`src/rtl/context_switch_sequencer.sv`:
```
// context_switch_sequencer: sequences a decoding-context switch for the link/PU context memories.
//
// Shared stage codes live in context_switch_pkg below. Every block that needs
// the stage encoding imports this package.
//
// Ports:
//   clk                  - single clock, rising edge
//   reset                - asynchronous, active-low reset
//   stage_in             - stage requested by the main controller
//   switch_req           - level context-switch request
//   switch_kind          - 0 = advance to the next context, 1 = local refresh
//   global_stage         - stage broadcast to all links and PUs
//   local_context_switch - link/PU local context-switch strobe
//   current_context      - mirror of the link memory address
//   busy                 - stall for the main controller while a switch runs
//   switch_ack           - one-cycle completion pulse
//   switch_err           - one-cycle rejection pulse
//   switch_count         - completed-switch counter, saturating at 0xFFFF
//                          (present only with CONTEXT_SWITCH_STATS_EN defined)
package context_switch_pkg;
    localparam int STAGE_WIDTH = 3;
    localparam logic [STAGE_WIDTH-1:0] STAGE_IDLE                = 3'd0;
    localparam logic [STAGE_WIDTH-1:0] STAGE_PARAMETERS_LOADING  = 3'd1;
    localparam logic [STAGE_WIDTH-1:0] STAGE_MEASUREMENT_LOADING = 3'd2;
    localparam logic [STAGE_WIDTH-1:0] STAGE_GROWTH              = 3'd3;
    localparam logic [STAGE_WIDTH-1:0] STAGE_MERGE               = 3'd4;
    localparam logic [STAGE_WIDTH-1:0] STAGE_PEELING             = 3'd5;
    localparam logic [STAGE_WIDTH-1:0] STAGE_WRITE_TO_MEM        = 3'd6;
    localparam logic [STAGE_WIDTH-1:0] STAGE_READ_FROM_MEM       = 3'd7;
endpackage

module context_switch_sequencer
    import context_switch_pkg::*;
#(
    parameter int NUM_CONTEXTS = 2,
    parameter int GAP_CYCLES   = 2
) (
    input  logic                   clk,
    input  logic                   reset,
    input  logic [STAGE_WIDTH-1:0] stage_in,
    input  logic                   switch_req,
    input  logic                   switch_kind,
    output logic [STAGE_WIDTH-1:0] global_stage,
    output logic                   local_context_switch,
    output logic [3:0]             current_context,
    output logic                   busy,
    output logic                   switch_ack,
    output logic                   switch_err
`ifdef CONTEXT_SWITCH_STATS_EN
    ,
    output logic [15:0]            switch_count
`endif
);
    typedef enum logic [2:0] {IDLE, WRITE, GAP, READ, DONE} state_t;
    state_t state, state_nx;
    logic [2:0] gap_cnt, gap_cnt_nx;
    logic kind, kind_nx;
    logic [STAGE_WIDTH-1:0] resume, resume_nx;
    logic [3:0] ctx_nx;
    logic err_nx;
    logic loading;
    assign loading = (stage_in == STAGE_PARAMETERS_LOADING) || (stage_in == STAGE_MEASUREMENT_LOADING);
    // Only IDLE passes stage_in straight through; every other state is decoded from registers.
    assign global_stage = state == WRITE ? STAGE_WRITE_TO_MEM :
                          state == GAP   ? STAGE_IDLE :
                          state == READ  ? STAGE_READ_FROM_MEM :
                          state == DONE  ? resume : stage_in;
    always_comb begin
        state_nx   = state;
        gap_cnt_nx = gap_cnt;
        kind_nx    = kind;
        resume_nx  = resume;
        ctx_nx     = current_context;
        err_nx     = 1'b0;
        case (state)
            IDLE: if (switch_req) begin
                if (loading) err_nx = 1'b1;
                else begin
                    state_nx  = WRITE;
                    kind_nx   = switch_kind;
                    resume_nx = stage_in;
                end
            end
            WRITE: begin
                state_nx   = GAP;
                gap_cnt_nx = 3'd0;
            end
            GAP: if (gap_cnt == 3'(GAP_CYCLES - 1)) state_nx = READ;
                 else gap_cnt_nx = gap_cnt + 3'd1;
            READ: begin
                state_nx = DONE;
                // Context pointer moves on the DONE-entry edge so it lines up with the ack.
                if (!kind) ctx_nx = (current_context == 4'(NUM_CONTEXTS - 1)) ? 4'd0 : current_context + 4'd1;
            end
            DONE: state_nx = IDLE;
            default: state_nx = IDLE;
        endcase
    end
    // Registered outputs are computed from the next state so they align with it.
    always_ff @(posedge clk or negedge reset) begin
        if (!reset) begin
            state                <= IDLE;
            gap_cnt              <= 3'd0;
            kind                 <= 1'b0;
            resume               <= '0;
            current_context      <= 4'd0;
            busy                 <= 1'b0;
            local_context_switch <= 1'b0;
            switch_ack           <= 1'b0;
            switch_err           <= 1'b0;
        end else begin
            state                <= state_nx;
            gap_cnt              <= gap_cnt_nx;
            kind                 <= kind_nx;
            resume               <= resume_nx;
            current_context      <= ctx_nx;
            busy                 <= state_nx != IDLE;
            local_context_switch <= (state_nx == WRITE) && kind_nx;
            switch_ack           <= state_nx == DONE;
            switch_err           <= err_nx;
        end
    end
`ifdef CONTEXT_SWITCH_STATS_EN
    always_ff @(posedge clk or negedge reset) begin
        if (!reset) switch_count <= 16'd0;
        else if (switch_ack && switch_count != 16'hFFFF) switch_count <= switch_count + 16'd1;
    end
`endif
endmodule

```
`config.mk`:
```
export PLATFORM = sky130hd
export DESIGN_NAME = context_switch_sequencer
export DESIGN_NICKNAME = d
export VERILOG_FILES = /design/src/rtl/context_switch_sequencer.sv
export SDC_FILE = /design/constraint.sdc
export NUM_CORES = 1
export LEC_CHECK = 0
export CORE_AREA = 2 2 45 47
export CTS_BUF_LIST = sky130_fd_sc_hd__clkbuf_4
export DETAILED_ROUTE_END_ITERATION = 16
export DIE_AREA = 0 0 47 49
export GPL_ROUTABILITY_DRIVEN = 0
export GPL_TIMING_DRIVEN = 0
export PLACE_DENSITY_LB_ADDON = 0.15
export SYNTH_ARGS = -nofsm -noshare
export SYNTH_HDL_FRONTEND = slang
export SYNTH_SLANG_ARGS = --single-unit
```
`constraint.sdc`:
```
create_clock -name clk -period 4.4 [get_ports clk]
set_clock_uncertainty 0.2 [all_clocks]
set_input_delay 1.32 -clock clk [delete_from_list [all_inputs] [get_ports clk]]
set_output_delay 1.32 -clock clk [all_outputs]
set_load 0.01 [all_outputs]
```
-- Yosys cells after proc, flatten, opt, wreduce, memory -nomap -nowiden
Cells that the tools add are included.
- add/subtract/negate cells: 2
- reduce and logical (&&, ||, !) cells: 8
- bitwise gates (word level): 2
- muxes and demuxes: 17
- equal/unequal tests: 11
- operator list (operator ; count):
    3-bit two-way mux ; 8
    3-bit by 1-bit equality test with 1-bit output (second input constant) ; 4
    3-bit case mux with 4 select lines ; 1
    3-bit by 2-bit equality test with 1-bit output (second input constant) ; 3
    3-bit equality test (second input constant) ; 2
    1-bit two-way mux ; 6
    3-bit case mux with 2 select lines ; 1
    4-bit by 1-bit adder with 4-bit output (second input constant) ; 1
    4-bit by 1-bit equality test with 1-bit output (second input constant) ; 1
    4-bit two-way mux ; 1
    2-bit AND reduction ; 2
    3-bit by 1-bit adder with 3-bit output (second input constant) ; 1
    3-bit zero test ; 1
    3-bit AND reduction ; 1
    3-bit nonzero test ; 1
    2-bit inequality test (second input constant) ; 1
    1-bit NOT ; 2
    2-bit nonzero test ; 1
    1-bit logical AND ; 1
    1-bit logical OR ; 1
- logic and storage cells: 49
- output and inout port bits: 11
- register bits after elaboration: 18

-- Depth between registers and ports, before layout
Gate-level depths: netlist (run 1).
- depth in word-level cells: 7
- gate-level depth with buffers: 5
- mapped depth without buffers: 5

-- Least setup slack after synthesis (run 1)
No wires, ideal clock.
- path kind: input to output
- from: input port stage_in[0]
- to: output port global_stage[0]
- path slack: 1142 ps
- path buffers: 0
- cell stages on the path: 2
- data required time: 2880 ps
- arrival: 1738 ps
- path through: mux2i_1 -> o311ai_1
- longest elaborated chain between the ends: 4
- RTL lines (item ; line ; RTL):
    from (decl) ; 40 ; input logic [STAGE_WIDTH-1:0] stage_in,
    3-bit two-way mux ; 67 ; state == DONE ? resume : stage_in;
    3-bit two-way mux ; 66 ; state == READ ? STAGE_READ_FROM_MEM :
    3-bit two-way mux ; 65 ; state == GAP ? STAGE_IDLE :
    3-bit two-way mux ; 64 ; assign global_stage = state == WRITE ? STAGE_WRITE_TO_MEM :
    to (decl) ; 43 ; output logic [STAGE_WIDTH-1:0] global_stage,
Every way passes these cells.

-- Worst setup path in the final report (run 1)
- from: input port stage_in[1]
- to: output port global_stage[1]
Same word-level chain as after synthesis.

==> results.sh, run 1 <==
export IMPL_grt_pass1_wl_um=2904
export IMPL_drc=0
export IMPL_avgSynthCellArea_sq_um=10.55
export IMPL_drtIter0Drc=11
export IMPL_cts_buffer_depth=2
export IMPL_period_share_pct=97.23
export IMPL_pre_cts_ws_ps=61.59
export IMPL_start_util_pct=51.56
export IMPL_worstSetupPathType="primary input to primary output"
export IMPL_routed_top_layer="met4"
export IMPL_syn_area_sq_um=949.7
export IMPL_timing_fmax_ghz=0.2338
export IMPL_endpoint_kind="primary output"
export IMPL_whs_ps=294.8
export IMPL_min_period_ps=4278
export IMPL_maxCapViolations=0
export IMPL_fp_dieW_um=47
export IMPL_required_ps=2880
export IMPL_synthCells=90
export IMPL_die_y_um=49
export IMPL_synthFlopType="dfrtp_1"
export IMPL_pin_count=18
export IMPL_clkLatencyLatePin_ps=280
export IMPL_ys_ff_latch=18
export IMPL_async_reset_ff_share_pct=100.0
export IMPL_synth_xor_area_share_pct=4.611
export IMPL_cts_sinks=18
export IMPL_wl_met3_um=69
export IMPL_dp_cells=134
export IMPL_r2r_start="state[0]"
export IMPL_setup_violations=0
export IMPL_synth_area_mux_share_pct=6.983
export IMPL_synth_warning_count=0
export IMPL_cts_buffers=3
export IMPL_vias=726
export IMPL_slew_headroom_pct=48.03
export IMPL_wirelength_um=1683
export IMPL_clk_pin_slew_ps=90
export IMPL_worst_slew_pin_transition_ps=777.2
export IMPL_layoutNonFillerInstCount=138
export IMPL_n_antenna_cell=0
export IMPL_synth_fa_ha_area_share_pct=2.635
export IMPL_yosysUniqueCellTypes=28
export IMPL_die_area_sq_um=2303
export IMPL_ys_seq_area_share_pct=47.43
export IMPL_numPortBuffers=17
export IMPL_dp_hpwl_um=1192
export IMPL_grt_total_usage_pct=16.98
export IMPL_core_sq_um=1842
export IMPL_synth_fp_nets=99
export IMPL_postRouteAntennaNets=0
export IMPL_synth_edff_count=0
export IMPL_min_path_type="register to register"
export IMPL_fillerInstances=169
export IMPL_cp_arrival_ps=2760
export IMPL_power_density_nw_per_um2=594.7
export IMPL_via_per_inst=5.261
export IMPL_final_hold_viol_count=0
export IMPL_grt_pass1_vias=672
export IMPL_wl_per_cell_um=12.20
export IMPL_holdBufCountCts=0
export IMPL_yosys_area_share_simple_pct=20.16
export IMPL_peakVddDrop_uv=293.0
export IMPL_antenna_found_initial=0
export IMPL_hold_path_startpoint="current_context[0]"
export IMPL_synth_compound_area_share_pct=14.36
export IMPL_met1_length_um=837
export IMPL_root_buffer="clkbuf_4"
export IMPL_status="complete, no violations"
export IMPL_syn2layout_area_growth_pct=24.77
export IMPL_p_leak_nw=0.5450
export IMPL_tns_ps=0
export IMPL_startpoint="stage_in[1]"
export IMPL_nNetsFinal=121
export IMPL_overflow=0
export IMPL_drive_gt1_share_pct=12.61
export IMPL_tritoncts="done"
export IMPL_h_tree_depth=1
export IMPL_crit_path_start_kind="primary input"
export IMPL_cp_max_fo=5
export IMPL_first_pass_iters=4
export IMPL_placement_rows=16
export IMPL_grt_max_degree=19
export IMPL_final_setup_worst_slack_ps=122.0
export IMPL_synth_top_family_by_area="simple AND/OR/NAND/NOR gates"
export IMPL_finalMaxSlewViolations=0
export IMPL_rsz0062_at_grt="no"
export IMPL_route_met2_wl_um=761
cells by family (layout without fill, tap and decap cells):
kind of cell / after synthesis / after routing
adders and majority gates: 2 / 2
muxes: 5 / 5
DFF: 18 / 18
buffers and inverters: 8 / 29
AOI/OAI and AO/OA: 19 / 19
and+or+nand+nor: 33 / 33
xor gates and xnor gates: 5 / 5
registers in the layout (all words and copies together), names as in the netlist:
register and cells:
kind 1, switch_err 1, busy 1, gap_cnt 3
state 3, switch_ack 1, local_context_switch 1, current_context 4
resume 3
area by class of cell:
| class | count | area [sq um] | area share (%) |
|---|---|---|---|
| well taps | 27 | 33.78 | 2.851 |
| flip-flops and latches | 18 | 450.4 | 38.01 |
| inverters | 3 | 11.26 | 0.9504 |
| clock buffers | 3 | 22.52 | 1.901 |
| repair buffers | 17 | 175.2 | 14.78 |
| plain buffers | 5 | 25.02 | 2.112 |
| clock inverters | 1 | 3.754 | 0.3168 |
| multi-input cells | 64 | 462.9 | 39.07 |
synth_stat cells (3+ instances only):
| cell type | number | area share (%) |
|---|---|---|
| a21oi_1 | 3 | 1.6 |
| dfrtp_1 | 18 | 47 |
| a22o_1 | 3 | 2.8 |
| nor2_1 | 7 | 2.8 |
| buf_2 | 5 | 2.6 |
| xnor2_1 | 5 | 4.6 |
| nand3_1 | 6 | 3.2 |
| o21ai_1 | 5 | 2.6 |
| nor2b_1 | 4 | 2.6 |
| nand2_1 | 6 | 2.4 |
| mux2_4 | 3 | 4.7 |
layout by cell type (no fill, tap or decap), drive strengths merged:
| cell | netlist | routed |
|---|---|---|
| a21oi | 3 | 3 |
| a22o | 3 | 3 |
| a22oi | 2 | 2 |
| and2 | 1 | 1 |
| and3b | 2 | 2 |
| buf | 5 | 5 |
| clkbuf | 0 | 3 |
| clkdlybuf4s50 | 0 | 15 |
| clkinv | 0 | 1 |
| dfrtp | 18 | 18 |
| dlymetal6s2s | 0 | 2 |
| ha | 2 | 2 |
| inv | 3 | 3 |
| mux2 | 4 | 4 |
| mux2i | 1 | 1 |
| nand2 | 6 | 6 |
| nand2b | 2 | 2 |
| nand3 | 6 | 6 |
| nand4 | 1 | 1 |
| nor2 | 7 | 7 |
| nor2b | 4 | 4 |
| nor3b | 2 | 2 |
| nor4b | 1 | 1 |
| o211ai | 2 | 2 |
| o21ai | 6 | 6 |
| o311ai | 1 | 1 |
| o31ai | 2 | 2 |
| or2 | 1 | 1 |
| xnor2 | 5 | 5 |
where the power goes:
part           internal [mW]  leakage (nW)  total (mW)  switching [mW]
clock network         0.0329        0.0154      0.0809          0.0481
logic                  0.189         0.299       0.361           0.172
registers              0.220         0.231       0.263          0.0427
total                  0.442         0.545       0.705           0.262
routing by layer:
metal	track usage, %	vias to the layer above
li1	-	362
met1	25.18	347
met2	24.43	15
met3	3.333	2
met4	5.556	0
met5	0	-
stage by stage:
stage	utilization [%]	total power [mW]	area (sq um)
5_1_grt	64.33	0.7624	1185
3_3_place_gp	62.64	0.6231	1154
4_1_cts	64.06	0.7115	1180
6_report	64.33	0.7046	1185
3_5_place_dp	62.64	0.6267	1154
2_1_floorplan	-	0.5073	949.7
timing repair:
action                                  4_1_cts  5_1_grt
resized for setup                             0        2
hold endpoints to repair                      0        0
endpoints found under the setup margin        0        2
setup buffers                                 0        0
worst paths after layout:
check	cells after the start	slack, ps	to
min in group asynchronous	1	1280	busy
worst max register to register	3	2750	kind
worst min-delay path	1	290	current_context[0]
max in group asynchronous	1	2230	gap_cnt[0]
worst max-delay path	4	120	global_stage[1]
worst min register to register	1	290	current_context[0]
worst max-delay path, cell delays in order:
cell	delay (ps)
clkdlybuf4s50_1	570
a22oi_1	120
o211ai_1	190
clkdlybuf4s50_1	560
Note: power is estimated with default switching activity, not from simulation.
==> run 2, diff against run 1 <==
--- a/config.mk
+++ b/config.mk
@@ -12,6 +12,7 @@
 export GPL_ROUTABILITY_DRIVEN = 0
 export GPL_TIMING_DRIVEN = 0
 export PLACE_DENSITY_LB_ADDON = 0.15
+export SLEW_MARGIN = 20
 export SYNTH_ARGS = -nofsm -noshare
 export SYNTH_HDL_FRONTEND = slang
 export SYNTH_SLANG_ARGS = --single-unit
==> results of run 2 <==
No change in the layout: final DEF, timing and power equal those of run 1.
